--- config.mk ---
export PLATFORM = sky130hd
export DESIGN_NAME = pipe_hazard_ctrl
export DESIGN_NICKNAME = d
export VERILOG_FILES = /design/src/rtl/pipe_hazard_ctrl.sv
export SDC_FILE = /design/constraint.sdc
export NUM_CORES = 1
export LEC_CHECK = 0
export ABC_AREA = 1
export CAP_MARGIN = 40
export CORE_ASPECT_RATIO = 0.7
export CORE_MARGIN = 4
export CORE_UTILIZATION = 38
export DETAILED_ROUTE_END_ITERATION = 16
export PLACE_DENSITY = 0.78
export RECOVER_POWER = 50
export REMOVE_ABC_BUFFERS = 1
export SLEW_MARGIN = 5
export SYNTH_ARGS = -nofsm -noshare
export SYNTH_HDL_FRONTEND = slang
export SYNTH_SLANG_ARGS = --single-unit
--- constraint.sdc ---
create_clock -name clk -period 1.4 [get_ports clk]
set_input_delay 0.21 -clock clk [delete_from_list [all_inputs] [get_ports clk]]
set_output_delay 0.21 -clock clk [all_outputs]
set_load 0.05 [all_outputs]
--- src/rtl/pipe_hazard_ctrl.sv ---
`default_nettype none
// ============================================================================
// Module   : pipe_hazard_ctrl
// Brief    : 5-stage pipeline sequencer: memory freeze, branch redirect,
//            load-use stall and halt, with saturating stall/flush counters.
// Revision : 1.0 - initial release
// ============================================================================
module pipe_hazard_ctrl #(
   parameter int BR_PENALTY = 1,
   parameter int CNT_W      = 16
) (
   input  logic             clk,
   input  logic             rst,
   input  logic             mem_busy,
   input  logic             br_taken,
   input  logic [31:0]      br_target,
   input  logic             ex_memread,
   input  logic [4:0]       ex_rd,
   input  logic [4:0]       id_rs,
   input  logic [4:0]       id_rt,
   input  logic             id_uses_rt,
   input  logic             halt_req,
   output logic             pc_we,
   output logic             redirect,
   output logic [31:0]      redirect_pc,
   output logic             ifid_we,
   output logic             ifid_flush,
   output logic             idex_we,
   output logic             idex_flush,
   output logic [2:0]       state,
   output logic [CNT_W-1:0] stall_cycles,
   output logic [CNT_W-1:0] flush_events
);

   typedef enum logic [2:0] {
      S_PRIME = 3'd0,
      S_RUN   = 3'd1,
      S_STALL = 3'd2,
      S_FLUSH = 3'd3,
      S_HALT  = 3'd4
   } state_t;

   localparam logic [2:0] PENALTY = 3'(BR_PENALTY);

   state_t           state_q, state_d;
   logic [2:0]       fl_cnt_q, fl_cnt_d;
   logic [CNT_W-1:0] stall_q, stall_d;
   logic [CNT_W-1:0] flush_q, flush_d;
   logic             load_use;
   logic             count_stall;

   assign load_use = ex_memread && (ex_rd != 5'd0) &&
                     ((ex_rd == id_rs) || (id_uses_rt && (ex_rd == id_rt)));

   assign redirect_pc  = br_target;
   assign state        = state_q;
   assign stall_cycles = stall_q;
   assign flush_events = flush_q;

   always_comb begin
      pc_we       = 1'b1;
      redirect    = 1'b0;
      ifid_we     = 1'b1;
      ifid_flush  = 1'b0;
      idex_we     = 1'b1;
      idex_flush  = 1'b0;
      state_d     = state_q;
      fl_cnt_d    = fl_cnt_q;
      stall_d     = stall_q;
      flush_d     = flush_q;
      count_stall = 1'b0;
      if (rst) begin
         pc_we      = 1'b0;
         ifid_we    = 1'b0;
         idex_we    = 1'b0;
         ifid_flush = 1'b1;
         idex_flush = 1'b1;
         state_d    = S_PRIME;
         fl_cnt_d   = 3'd0;
         stall_d    = '0;
         flush_d    = '0;
      end else begin
         case (state_q)
            S_PRIME: begin
               pc_we      = 1'b0;
               ifid_flush = 1'b1;
               idex_flush = 1'b1;
               state_d    = S_RUN;
            end
            // STALL with mem_busy low behaves as a RUN cycle without item 1
            S_RUN, S_STALL: begin
               if (mem_busy) begin
                  pc_we       = 1'b0;
                  ifid_we     = 1'b0;
                  idex_we     = 1'b0;
                  count_stall = 1'b1;
                  state_d     = S_STALL;
               end else if (br_taken) begin
                  redirect   = 1'b1;
                  ifid_flush = 1'b1;
                  idex_flush = 1'b1;
                  fl_cnt_d   = PENALTY;
                  state_d    = (PENALTY != 3'd0) ? S_FLUSH : S_RUN;
                  if (flush_q != '1) flush_d = flush_q + 1'b1;
               end else if (load_use) begin
                  pc_we       = 1'b0;
                  ifid_we     = 1'b0;
                  idex_flush  = 1'b1;
                  count_stall = 1'b1;
                  state_d     = S_RUN;
               end else if (halt_req) begin
                  pc_we       = 1'b0;
                  ifid_we     = 1'b0;
                  idex_flush  = 1'b1;
                  count_stall = 1'b1;
                  state_d     = S_HALT;
               end else begin
                  state_d = S_RUN;
               end
            end
            S_FLUSH: begin
               if (mem_busy) begin
                  pc_we   = 1'b0;
                  ifid_we = 1'b0;
                  idex_we = 1'b0;
               end else begin
                  ifid_flush = 1'b1;
                  if (fl_cnt_q <= 3'd1) state_d = S_RUN;
                  else fl_cnt_d = fl_cnt_q - 3'd1;
               end
            end
            S_HALT: begin
               pc_we      = 1'b0;
               ifid_we    = 1'b0;
               idex_flush = 1'b1;
            end
            default: begin
               state_d = S_PRIME;
            end
         endcase
         if (count_stall && (stall_q != '1)) stall_d = stall_q + 1'b1;
      end
   end

   always_ff @(posedge clk) begin
      if (rst) begin
         state_q  <= S_PRIME;
         fl_cnt_q <= 3'd0;
         stall_q  <= '0;
         flush_q  <= '0;
      end else begin
         state_q  <= state_d;
         fl_cnt_q <= fl_cnt_d;
         stall_q  <= stall_d;
         flush_q  <= flush_d;
      end
   end

endmodule
`default_nettype wire

Yosys cells after proc, flatten, opt, wreduce, memory -nomap -nowiden
Cells that the tools add are included.
{"block": "op_classes", "add_sub_neg": 3, "eq_ne": 13, "n_mux": 39, "bitwise": 2, "magnitude_cmp": 1, "n_reduce_logical": 14}
{"operator": "adder 16 x 1 -> 16 bit, second input constant", "count": 2}
{"operator": "!= test 16 bit, second input constant", "count": 2}
{"operator": "2-to-1 mux 3 bit", "count": 10}
{"operator": "2-to-1 mux 1 bit", "count": 23}
{"operator": "case mux 3 bit (4 select lines)", "count": 1}
{"operator": "== test 5 bit", "count": 2}
{"operator": "!= test 2 bit, second input constant", "count": 5}
{"operator": "case mux 1 bit (3 select lines)", "count": 3}
{"operator": "== test 3 x 2 -> 1 bit, second input constant", "count": 2}
{"operator": "case mux 3 bit (2 select lines)", "count": 1}
{"operator": "AND reduction 5 bit", "count": 1}
{"operator": "nonzero test 5 bit", "count": 1}
{"operator": "logical AND 1 bit", "count": 4}
{"operator": "AND reduction 4 bit", "count": 1}
{"operator": "OR reduction 2 bit", "count": 2}
{"operator": "== test 3 x 1 -> 1 bit, second input constant", "count": 1}
{"operator": "== test 3 bit, second input constant", "count": 1}
{"operator": "less-or-equal comparator 3 x 1 -> 1 bit, second input constant", "count": 1}
{"operator": "zero test 3 bit", "count": 1}
{"operator": "AND reduction 3 bit", "count": 1}
{"operator": "OR reduction 3 bit", "count": 1}
{"operator": "subtractor 3 x 1 -> 3 bit, second input constant", "count": 1}
{"operator": "NOT 1 bit", "count": 2}
{"operator": "case mux 1 bit (2 select lines)", "count": 1}
{"operator": "2 further kinds", "count": 2}
{"block": "word_totals", "output_inout_bits": 73, "ff_bits": 38, "input_bits": 54}

Depth between registers and ports, before layout
Gate-level depths: netlist (run 1).
{"block": "logic_depth", "depth_word": 10, "ltp_mapped": 12, "mapped_depth_nobuf": 12}

Least setup slack after synthesis (run 1)
OpenSTA, ideal clock, no wires.
{"block": "synth_path", "path_type": "register to output", "from": "reg state_q[0], in the netlist state[0]", "to": "out ifid_we", "n_path_buf": 0, "path_slack_ps": -1082, "arrival_time_ps": 2272, "stages_incl_launch_ff": 7, "cell_sequence": "dfxtp_1 nand2_1 nor2_1 inv_1 o21ai_1 a21oi_1 a31oi_1"}
{"block": "synth_between", "elab_chain_cells": 4}
{"element": "from (decl)", "line_no": "45", "rtl": "state_t state_q, state_d;"}
{"element": "from (signal assigned)", "line_no": "152", "rtl": "state_q <= state_d;"}
{"element": "== test 3 x 1 -> 1 bit / == test 3 x 2 -> 1 bit (equally long branches)", "line_no": "83", "rtl": "case (state_q)"}
{"element": "OR reduction 2 bit", "line_no": "83"}
{"element": "case mux 1 bit (3 select lines) *", "line_no": "83"}
{"element": "2-to-1 mux 1 bit *", "line_no": "72", "rtl": "if (rst) begin"}
{"element": "to (decl)", "line_no": "26", "rtl": "output logic ifid_we,"}
Every way passes the cells marked *; elsewhere a longest branch is shown, timed or not.

Final worst setup path (run 1)
{"block": "layout_path", "from": "reg state_q[1], in the netlist state[1]", "to": "out ifid_flush"}
{"block": "layout_between", "elab_chain_cells": 4}
{"element": "== test 3 x 1 -> 1 bit / == test 3 x 2 -> 1 bit (equally long branches)", "line_no": "83"}
{"element": "OR reduction 2 bit", "line_no": "83"}
{"element": "case mux 1 bit (3 select lines) *", "line_no": "83"}
{"element": "2-to-1 mux 1 bit *", "line_no": "72"}
{"element": "to (decl)", "line_no": "27", "rtl": "output logic ifid_flush,"}
Marks and branches as above.

==> run_results.csv, run 1 <==
group,metric,value,unit
global_routing,grt_max_degree,15,
finish,syn_to_final_growth,80.0,%
route,num_vias,3319,
global_routing,grt_pass1_wl,16400,um
setup_path,crit_arrival,1.61,ns
timing,timing.final.ws_setup,-0.423,ns
route,drt_iter0_drc,294,
timing,fin_skew,0.00891,ns
cts,cts_tree,"done",
global_routing,track_usage,24.2,%
outcome,status,"complete, but fails checks",
floorplan,die_h,79.0,um
finish,utilization,71.5,%
cts,cts-htree-levels,2,
finish,num_antenna_cells,0,
power_and_ir_drop,p_leak,2.05,nW
synth,synth_edf_count,0,
cts,hold_buffers,0,
cts,clkTransAtPathRegs,0.08,ns
global_routing,grt_antenna_before_repair,0,
setup_path,cp.required,1.19,ns
finish,register_area,774,sq um
floorplan,rows,25,
cts,cts_sinks,38,
finish,multiInputGateArea,1910,sq um
setup_path,cp_max_fo,3,
timing,setup-tns-final,-12.98,ns
setup_path,path_common_cell,"nand2_4",
setup_path,crit_slowest_cell,"dfxtp_4",
setup_path,slowest_delay,0.39,ns
floorplan,die-area,8640,sq um
timing,slew_viol_final,0,
finish,drive_above_1_share,48.8,%
timing,max_freq,0.549,GHz
synth,synth-seq-area-share,27.8,%
synth,syn_inst,403,
synth,avgSynthCellArea,6.78,sq um
synth,netlist_area,2730,sq um
setup_path,crit_type,"reg2out",
setup_path,worst-r2r-cell-count,11,
outcome,violations,"setup timing",
floorplan,core_area,6880,sq um
setup_path,critPathLaunchType,"flip-flop",
cts,cts_root_buf,"clkbuf_8",
hold_path,hold_path.class,"in2out",
setup_path,critPathCaptureType,"output pin",
finish,fin_nets,584,
global_routing,grt_remaining_overflow,0,
flow_run,cap_violations,0,
synth,async_reset_ff_share,0,%
synth,synth_most_common_cell,"nand2_1",
placement,pre_cts_slack,-0.634,ns
route,avgRoutedWirePerCell,17.9,um
synth,yosysTopAreaCellShare,27.8,%
route,via_per_inst,5.34,
synth,synth_commonest_cells,"nand2_1 (90), inv_1 (45), dfxtp_1 (38)",
synth,yosys_warnings,0,
route,drcViolationCount,0,
hold_path,min_path_cells,0,
synth,synth_flop_cell,"dfxtp_1",
power_and_ir_drop,p_per_area,841,nW/um^2
timing,worstMarginPinSlew,0.393,ns
floorplan,start_util,39.7,%
timing,post-route-period-util,130,%
synth,yosysUniqueCellTypes,35,
power_and_ir_drop,vdd_drop_max,0.000626,V
timing,setup_viol,41,
timing,timing.final.crit_period,1.82,ns
synth,ys_seq_elements,38,
synth,ys_top_cells_by_area,"dfxtp_1 (28%), nand2_1 (12%), buf_4 (8.8%)",
timing,slew_headroom,73.6,%
placement,dp_hpwl,7150,um
finish,fillers,470,
global_routing,grt_pass1_vias,3393,
cts,cts_buffers,5,
cts,clk_latency,0.30,ns
floorplan,dieWidth,109,um
setup_path,path_cells,"inv_4 > nand2_4 > nand3_4 > nor2_4 > nand2_4 > o21ai_4 > buf_6 > nand3b_1 > buf_12",
timing,grt_setup_unrepaired,"true",
placement,gp_congestion,0.932,
synth,synth_top_area_cell,"dfxtp_1",
route,antenna_left,0,
route,drt_wl_total,11100,um
timing,hold_violations,0,
floorplan,ios,127,
route,dr.pass1.iters,7,
placement,portBuffers,62,
cts,clk_path_buf_depth,2,
## power breakdown
part | switching [W] | total (W) | internal [W] | leakage, nW
sequential | 0.0000549 | 0.00119 | 0.00113 | 0.311
combinational | 0.000953 | 0.00178 | 0.000823 | 1.67
clock | 0.000414 | 0.00117 | 0.000760 | 0.0714
## sequential cells by signal, indices dropped and copies added, names as in the netlist
name          cells
stall_cycles     16
flush_events     16
state             3
fl_cnt_q          3
## per-layer routing
metal	wire [um]	track usage [%]
met2	5240	38.2
met4	241	7.85
met5	43	4.55
met1	4460	28.9
met3	1110	10.7
## final cells by class
class / instances / share of cell area, %
Inverter: 52 / 4.47
Tap cell: 94 / 2.39
Clock buffer: 6 / 1.68
Timing Repair Buffer: 156 / 35.6
Clock inverter: 2 / 1.22
Multi-Input combinational cell: 273 / 38.9
Sequential cell: 38 / 15.7
## cells in the final DEF (no fill, tap or decap), types with 3 or more instances in the layout
master	n
nand2_8	3
dfxtp_2	5
nor2_2	3
clkbuf_8	6
nor2_1	28
nand2_4	11
o21ai_1	3
nand2_1	64
inv_2	6
nor3_1	4
nand2_2	20
xnor2_1	5
nor2_4	9
clkdlybuf4s50_1	6
a21oi_2	24
inv_1	39
nor3_2	3
buf_6	16
xor2_1	16
nand4_1	20
inv_4	3
buf_12	39
dfxtp_1	31
buf_4	76
dlygate4sd2_1	15
nand3_4	5
o21ai_2	4
a21oi_1	9
nand3_1	17
## path summary, 6_finish.rpt
check	from	to	slack, ns
worst min-delay path	br_target[13]	redirect_pc[13]	0.42
worst max register to register	state[1]	stall_cycles[3]	-0.42
worst max-delay path	state[1]	ifid_flush	-0.42
worst min register to register	fl_cnt_q[2]	fl_cnt_q[2]	0.50
## worst max-delay path, delay by kind of cell (launching register included)
kind | cells | cell delay [ns]
AND/OR/NAND/NOR | 5 | 0.51
flip-flops | 1 | 0.39
buffers and inverters | 3 | 0.33
AO/OA/AOI/OAI | 1 | 0.09
## cells by family after synthesis
logic type      share of synthesized area [%]
xor+xnor                                 6.73
buf+inv                                  17.8
fa+ha+maj                                1.83
flops                                    27.8
compound gates                           12.3
simple gates                             33.5
## metrics by stage
stage	cell area (sq um)	std cells	hold WS (ns)	total power (W)
global route	4920	621	0.420	0.00428
floorplan	2440	362	0.272	0.00178
global placement	4140	594	0.420	0.00241
finish	4920	621	0.420	0.00414
CTS	4650	614	0.420	0.00391
detailed placement	4140	594	0.420	0.00245
## timing repair
item	in CTS	in global routing
setup buffers	12	7
endpoints found under the setup margin	41	42
gates cloned	2	1
resized for setup	108	58
pin swaps	29	12
(Power assumes the default switching activity.)
==> run 2: changes to the inputs <==
- PLACE_DENSITY: 0.78 -> not set
- PLACE_DENSITY_LB_ADDON: not set -> 0.12
- TNS_END_PERCENT: not set -> 50
==> run 2 against run 1 <==
  * The run still ends with setup timing left
  * Setup slack better by 0.053 ns
  * Sequential share of layout area is 0.77 points higher
  * Utilization is 3.2 points lower
  * Critical path depth did not move
  * Maximum frequency is 3.0% higher
  * Critical path type unchanged
  * Critical endpoint unchanged
==> run_results.csv, run 2 (synthesis gave the netlist of run 1 again) <==
group,metric,value,unit
power_and_ir_drop,power,0.00376,W
route,avgRoutedWirePerCell,15.2,um
setup_path,cp.required,1.19,ns
flow_run,cap_violations,0,
setup_path,critPathLaunchType,"flip-flop",
timing,max_freq,0.565,GHz
route,dr.pass1.iters,4,
placement,gp_congestion,0.913,
global_routing,grt_pass1_wl,14800,um
placement,dp_hpwl,6950,um
timing,setup_viol,41,
setup_path,critPathCaptureType,"output pin",
power_and_ir_drop,p_per_area,800,nW/um^2
finish,drive_above_1_share,47.4,%
floorplan,dieWidth,109,um
timing,timing.final.ws_setup,-0.370,ns
hold_path,hold_path.class,"in2out",
placement,placed_cell_area,4170,sq um
timing,worstMarginPinSlew,0.349,ns
cts,clkTransAtPathRegs,0.06,ns
global_routing,grt_pass1_vias,2919,
timing,timing.final.crit_period,1.77,ns
finish,design_area,4700,sq um
finish,final_common_cell,"buf_4",
global_routing,track_usage,21.7,%
floorplan,rows,25,
outcome,status,"complete, but fails checks",
finish,fillers,579,
timing,slew_headroom,76.6,%
timing,grt_setup_unrepaired,"true",
global_routing,grt_max_degree,18,
cts,cts_sinks,38,
route,drt_iter0_drc,91,
finish,syn_to_final_growth,71.9,%
cts,cts_root_buf,"clkbuf_8",
floorplan,die-area,8640,sq um
timing,fin_skew,0.0169,ns
power_and_ir_drop,vdd_drop_max,0.000584,V
cts,clk_path_buf_depth,2,
cts,hold_buffers,0,
floorplan,die_h,79.0,um
floorplan,core_area,6880,sq um
floorplan,start_util,39.7,%
power_and_ir_drop,p_leak,1.98,nW
finish,utilization,68.3,%
route,antenna_left,0,
placement,pre_cts_slack,-0.601,ns
route,drt_wl_total,9380,um
floorplan,ios,127,
setup_path,crit_arrival,1.56,ns
finish,mostFrequentLayoutCells,"buf_4 (79), nand2_1 (68), buf_12 (40), inv_1 (36), dfxtp_1 (30)",
timing,post-route-period-util,126,%
outcome,violations,"setup timing",
global_routing,grt_antenna_before_repair,0,
placement,portBuffers,62,
route,via_per_inst,4.94,
cts,cts_buffers,5,
finish,num_antenna_cells,0,
timing,slew_viol_final,0,
setup_path,crit_type,"reg2out",
cts,cts_tree,"done",
timing,hold_violations,0,
route,drcViolationCount,0,
route,num_vias,3051,
cts,clk_latency,0.29,ns
cts,cts-htree-levels,2,
finish,fin_nets,581,
global_routing,grt_remaining_overflow,0,
setup_path,cp_max_fo,3,
-- run 2: cell types whose count changed in the layout (fill, tap and decap cells not counted), moves of 4 or more --
| cell | change |
|---|---|
| a21oi_1 | +7 |
| a21oi_2 | -6 |
| buf_2 | +4 |
| buf_6 | -5 |
| clkdlybuf4s15_1 | +6 |
| dlygate4sd2_1 | -11 |
| nand2_1 | +4 |
| nand2_4 | -7 |
-- run 2: layout make-up --
type	instances	area, sq um	area share [%]
Multi-Input combinational cell	272	1750	37.3
Clock buffer	6	82.6	1.76
Timing Repair Buffer	154	1720	36.6
Inverter	52	220	4.69
Clock inverter	1	30.0	0.639
Tap cell	94	118	2.50
Sequential cell	38	776	16.5
-- run 2: per-layer routing --
metal  global-route usage, %  wire [um]  vias to the layer above  part of all wire (%)
li1                        -          -                     1513                     -
met1                    30.8       4530                     1425                    48
met2                    30.5       3940                      104                    42
met3                    8.69        829                        9                   8.8
met4                    4.73         85                        0                  0.91
met5                    3.25          0                        -                     0
-- run 2: worst paths after layout --
path	slack, ns	to	cells past startpoint	start
worst max-delay path	-0.37	ifid_flush	9	state[1]
worst min-delay path	0.42	redirect_pc[17]	0	br_target[17]
worst max register to register	-0.34	flush_events[3]	14	state[1]
worst min register to register	0.50	fl_cnt_q[0]	1	fl_cnt_q[0]
-- run 2: per-stage QoR --
stage,hold WS (ns),setup TNS (ns),cells
after floorplan,0.272,-24.83,362
after global placement,0.420,-16.97,594
after detailed placement,0.420,-18.33,594
after CTS,0.420,-5.83,610
after global routing,0.420,-11.88,617
final,0.420,-8.05,617
-- run 2: worst max-delay path: stages (launching register included) --
cell,delay (ns)
dfxtp_4,0.36
inv_2,0.07
nand2_4,0.06
nand3_4,0.07
nor2_4,0.04
nand2_2,0.08
o21ai_2,0.07
buf_4,0.15
nand3b_1,0.21
buf_12,0.18
-- run 2: repair_timing --
action                                  4_1_cts  5_1_grt
setup buffers                                 8        9
endpoints found under the setup margin       41       42
cloned                                        1        0
gates resized for setup                     115       39
pin swaps                                    30       15
-- run 2: power breakdown --
group	switching (W)	internal [W]	leakage [nW]
clock	0.000407	0.000571	0.0573
sequential	0.0000479	0.00113	0.311
combinational	0.000847	0.000755	1.62
total	0.00130	0.00246	1.98
==> run 3: changes to the inputs <==
- MAX_ROUTING_LAYER: not set -> met4
==> run 3 against run 2 <==
  * The run still ends with setup timing left
  * Utilization unchanged
  * Non-clock buffer count is the same
  * Global-route usage increased by 0.59 points
  * Critical path type unchanged
  * Design area stayed put
  * Clock skew decreased by 0.0018 ns
  * Clock power about the same
  * Largest cell class unchanged
  * Setup slack gained 0.0024 ns
  * Die area did not move
  * Flip-flop and latch count did not move
  * Cell count unchanged
  * Combinational power about the same
==> run_results.csv, run 3 (synthesis gave the netlist of run 1 again) <==
group,metric,value,unit
route,avgRoutedWirePerCell,15.2,um
hold_path,min_to,"redirect_pc[17]",
timing,setup_viol,41,
setup_path,crit_slowest_cell,"dfxtp_4",
setup_path,slowest_delay,0.36,ns
finish,num_antenna_cells,0,
route,antenna_left,0,
setup_path,critPathCaptureType,"output pin",
floorplan,core_area,6880,sq um
finish,syn_to_final_growth,71.9,%
power_and_ir_drop,p_leak,1.98,nW
setup_path,path_cells,"inv_2 > nand2_4 > nand3_4 > nor2_4 > nand2_2 > o21ai_2 > buf_4 > nand3b_1 > buf_12",
hold_path,min_path_cells,0,
placement,pre_cts_slack,-0.601,ns
route,num_vias,3091,
finish,final_common_cell,"buf_4",
timing,whs,0.420,ns
placement,portBuffers,62,
timing,slew_viol_final,0,
floorplan,die-area,8640,sq um
timing,slew_headroom,76.7,%
power_and_ir_drop,vdd_drop_max,0.000586,V
cts,clk_path_buf_depth,2,
global_routing,grt_antenna_before_repair,0,
global_routing,grt_remaining_overflow,0,
floorplan,dieWidth,109,um
cts,cts-htree-levels,2,
floorplan,die_h,79.0,um
flow_run,cap_violations,0,
timing,fin_skew,0.0150,ns
timing,max_freq,0.566,GHz
route,dr.pass1.iters,5,
route,drt_wl_total,9390,um
power_and_ir_drop,p_per_area,800,nW/um^2
setup_path,rr_startpoint,"state[1]",
timing,worstMarginPinSlew,0.346,ns
finish,fin_nets,581,
setup_path,critPathLaunchType,"flip-flop",
cts,hold_buffers,0,
setup_path,crit_type,"reg2out",
outcome,status,"complete, but fails checks",
floorplan,start_util,39.7,%
cts,cts_sinks,38,
global_routing,grt_max_degree,18,
route,via_per_inst,5.01,
placement,dp_hpwl,6950,um
setup_path,cp_max_fo,3,
finish,mostFrequentLayoutCells,"buf_4 (79), nand2_1 (68), buf_12 (40), inv_1 (36), dfxtp_1 (30)",
timing,grt_setup_unrepaired,"true",
cts,clkTransAtPathRegs,0.07,ns
finish,drive_above_1_share,47.4,%
finish,utilization,68.3,%
hold_path,min_from,"br_target[17]",
timing,timing.final.crit_period,1.77,ns
global_routing,grt_pass1_wl,14700,um
placement,dp.cells,594,
route,drt_iter0_drc,113,
cts,cts_tree,"done",
outcome,violations,"setup timing",
floorplan,rows,25,
cts,cts_buffers,5,
setup_path,reg2reg_slack,-0.34,ns
cts,cts_root_buf,"clkbuf_8",
setup_path,crit_arrival,1.56,ns
global_routing,grt_pass1_vias,2918,
global_routing,track_usage,22.3,%
route,drcViolationCount,0,
cts,clk_latency,0.29,ns
power_and_ir_drop,power,0.00376,W
setup_path,r2r_end,"flush_events[3]",
setup_path,cp.required,1.19,ns
timing,post-route-period-util,126,%
floorplan,ios,127,
finish,fin_cells,617,
setup_path,worst-r2r-cell-count,14,
hold_path,hold_path.class,"in2out",
timing,timing.final.ws_setup,-0.367,ns
timing,hold_violations,0,
placement,gp_congestion,0.929,
[run 3: cell counts in the layout (fill, tap and decap cells not counted)]
No cell type changed its count.
[run 3: power breakdown]
group | switching (W) | leakage [nW] | internal [W] | total [W]
clock network | 0.000406 | 0.0573 | 0.000571 | 0.000977
registers | 0.0000480 | 0.311 | 0.00113 | 0.00118
logic | 0.000846 | 1.62 | 0.000755 | 0.00160
total | 0.00130 | 1.98 | 0.00246 | 0.00376
[run 3: what timing repair did]
| action | 4_1_cts | 5_1_grt |
|---|---|---|
| gates cloned | 1 | 0 |
| endpoints found under the setup margin | 41 | 42 |
| resized for setup | 115 | 39 |
| setup buffers | 8 | 9 |
| hold endpoints to repair | 0 | 0 |
| pin swaps | 30 | 15 |
[run 3: worst max-delay path by stage]
stage,startpoint,end,slack (ns),cells past startpoint
final,state[1],ifid_flush,-0.37,9
after CTS,state[0],ifid_we,-0.34,7
after floorplan,state[0],ifid_we,-1.08,6
after global routing,state[1],ifid_flush,-0.46,9
after global placement,ex_rd[3],ifid_we,-0.57,9
after detailed placement,ex_rd[1],ifid_we,-0.60,9
[run 3: per-layer routing]
layer / GRT usage, % / up-vias / wire [um]
met4: 4.73 / 0 / 85
met5: - / - / 0
met2: 30.3 / 131 / 3930
met1: 31.4 / 1438 / 4530
met3: 8.29 / 9 / 834
li1: - / 1513 / -
[run 3: final cells by class]
cell class | count | area [sq um]
Clock buffer | 6 | 82.6
Clock inverter | 1 | 30.0
Fill cell | 579 | 2180
Inverter | 52 | 220
Multi-Input combinational cell | 272 | 1750
Sequential cell | 38 | 776
Tap cell | 94 | 118
Timing Repair Buffer | 154 | 1720
[run 3: per-stage QoR]
| stage | TNS [ns] | instance area, sq um |
|---|---|---|
| global placement | -16.97 | 4170 |
| detailed placement | -18.33 | 4170 |
| CTS | -5.83 | 4590 |
| global route | -11.86 | 4700 |
| finish | -8.13 | 4700 |
| floorplan | -24.83 | 2440 |
[run 3: critical path: cells and delay by family (launching register included)]
family / cells / cell delay (ns)
buf+inv: 3 / 0.40
simple gates: 5 / 0.46
compound gates: 1 / 0.07
flops: 1 / 0.36
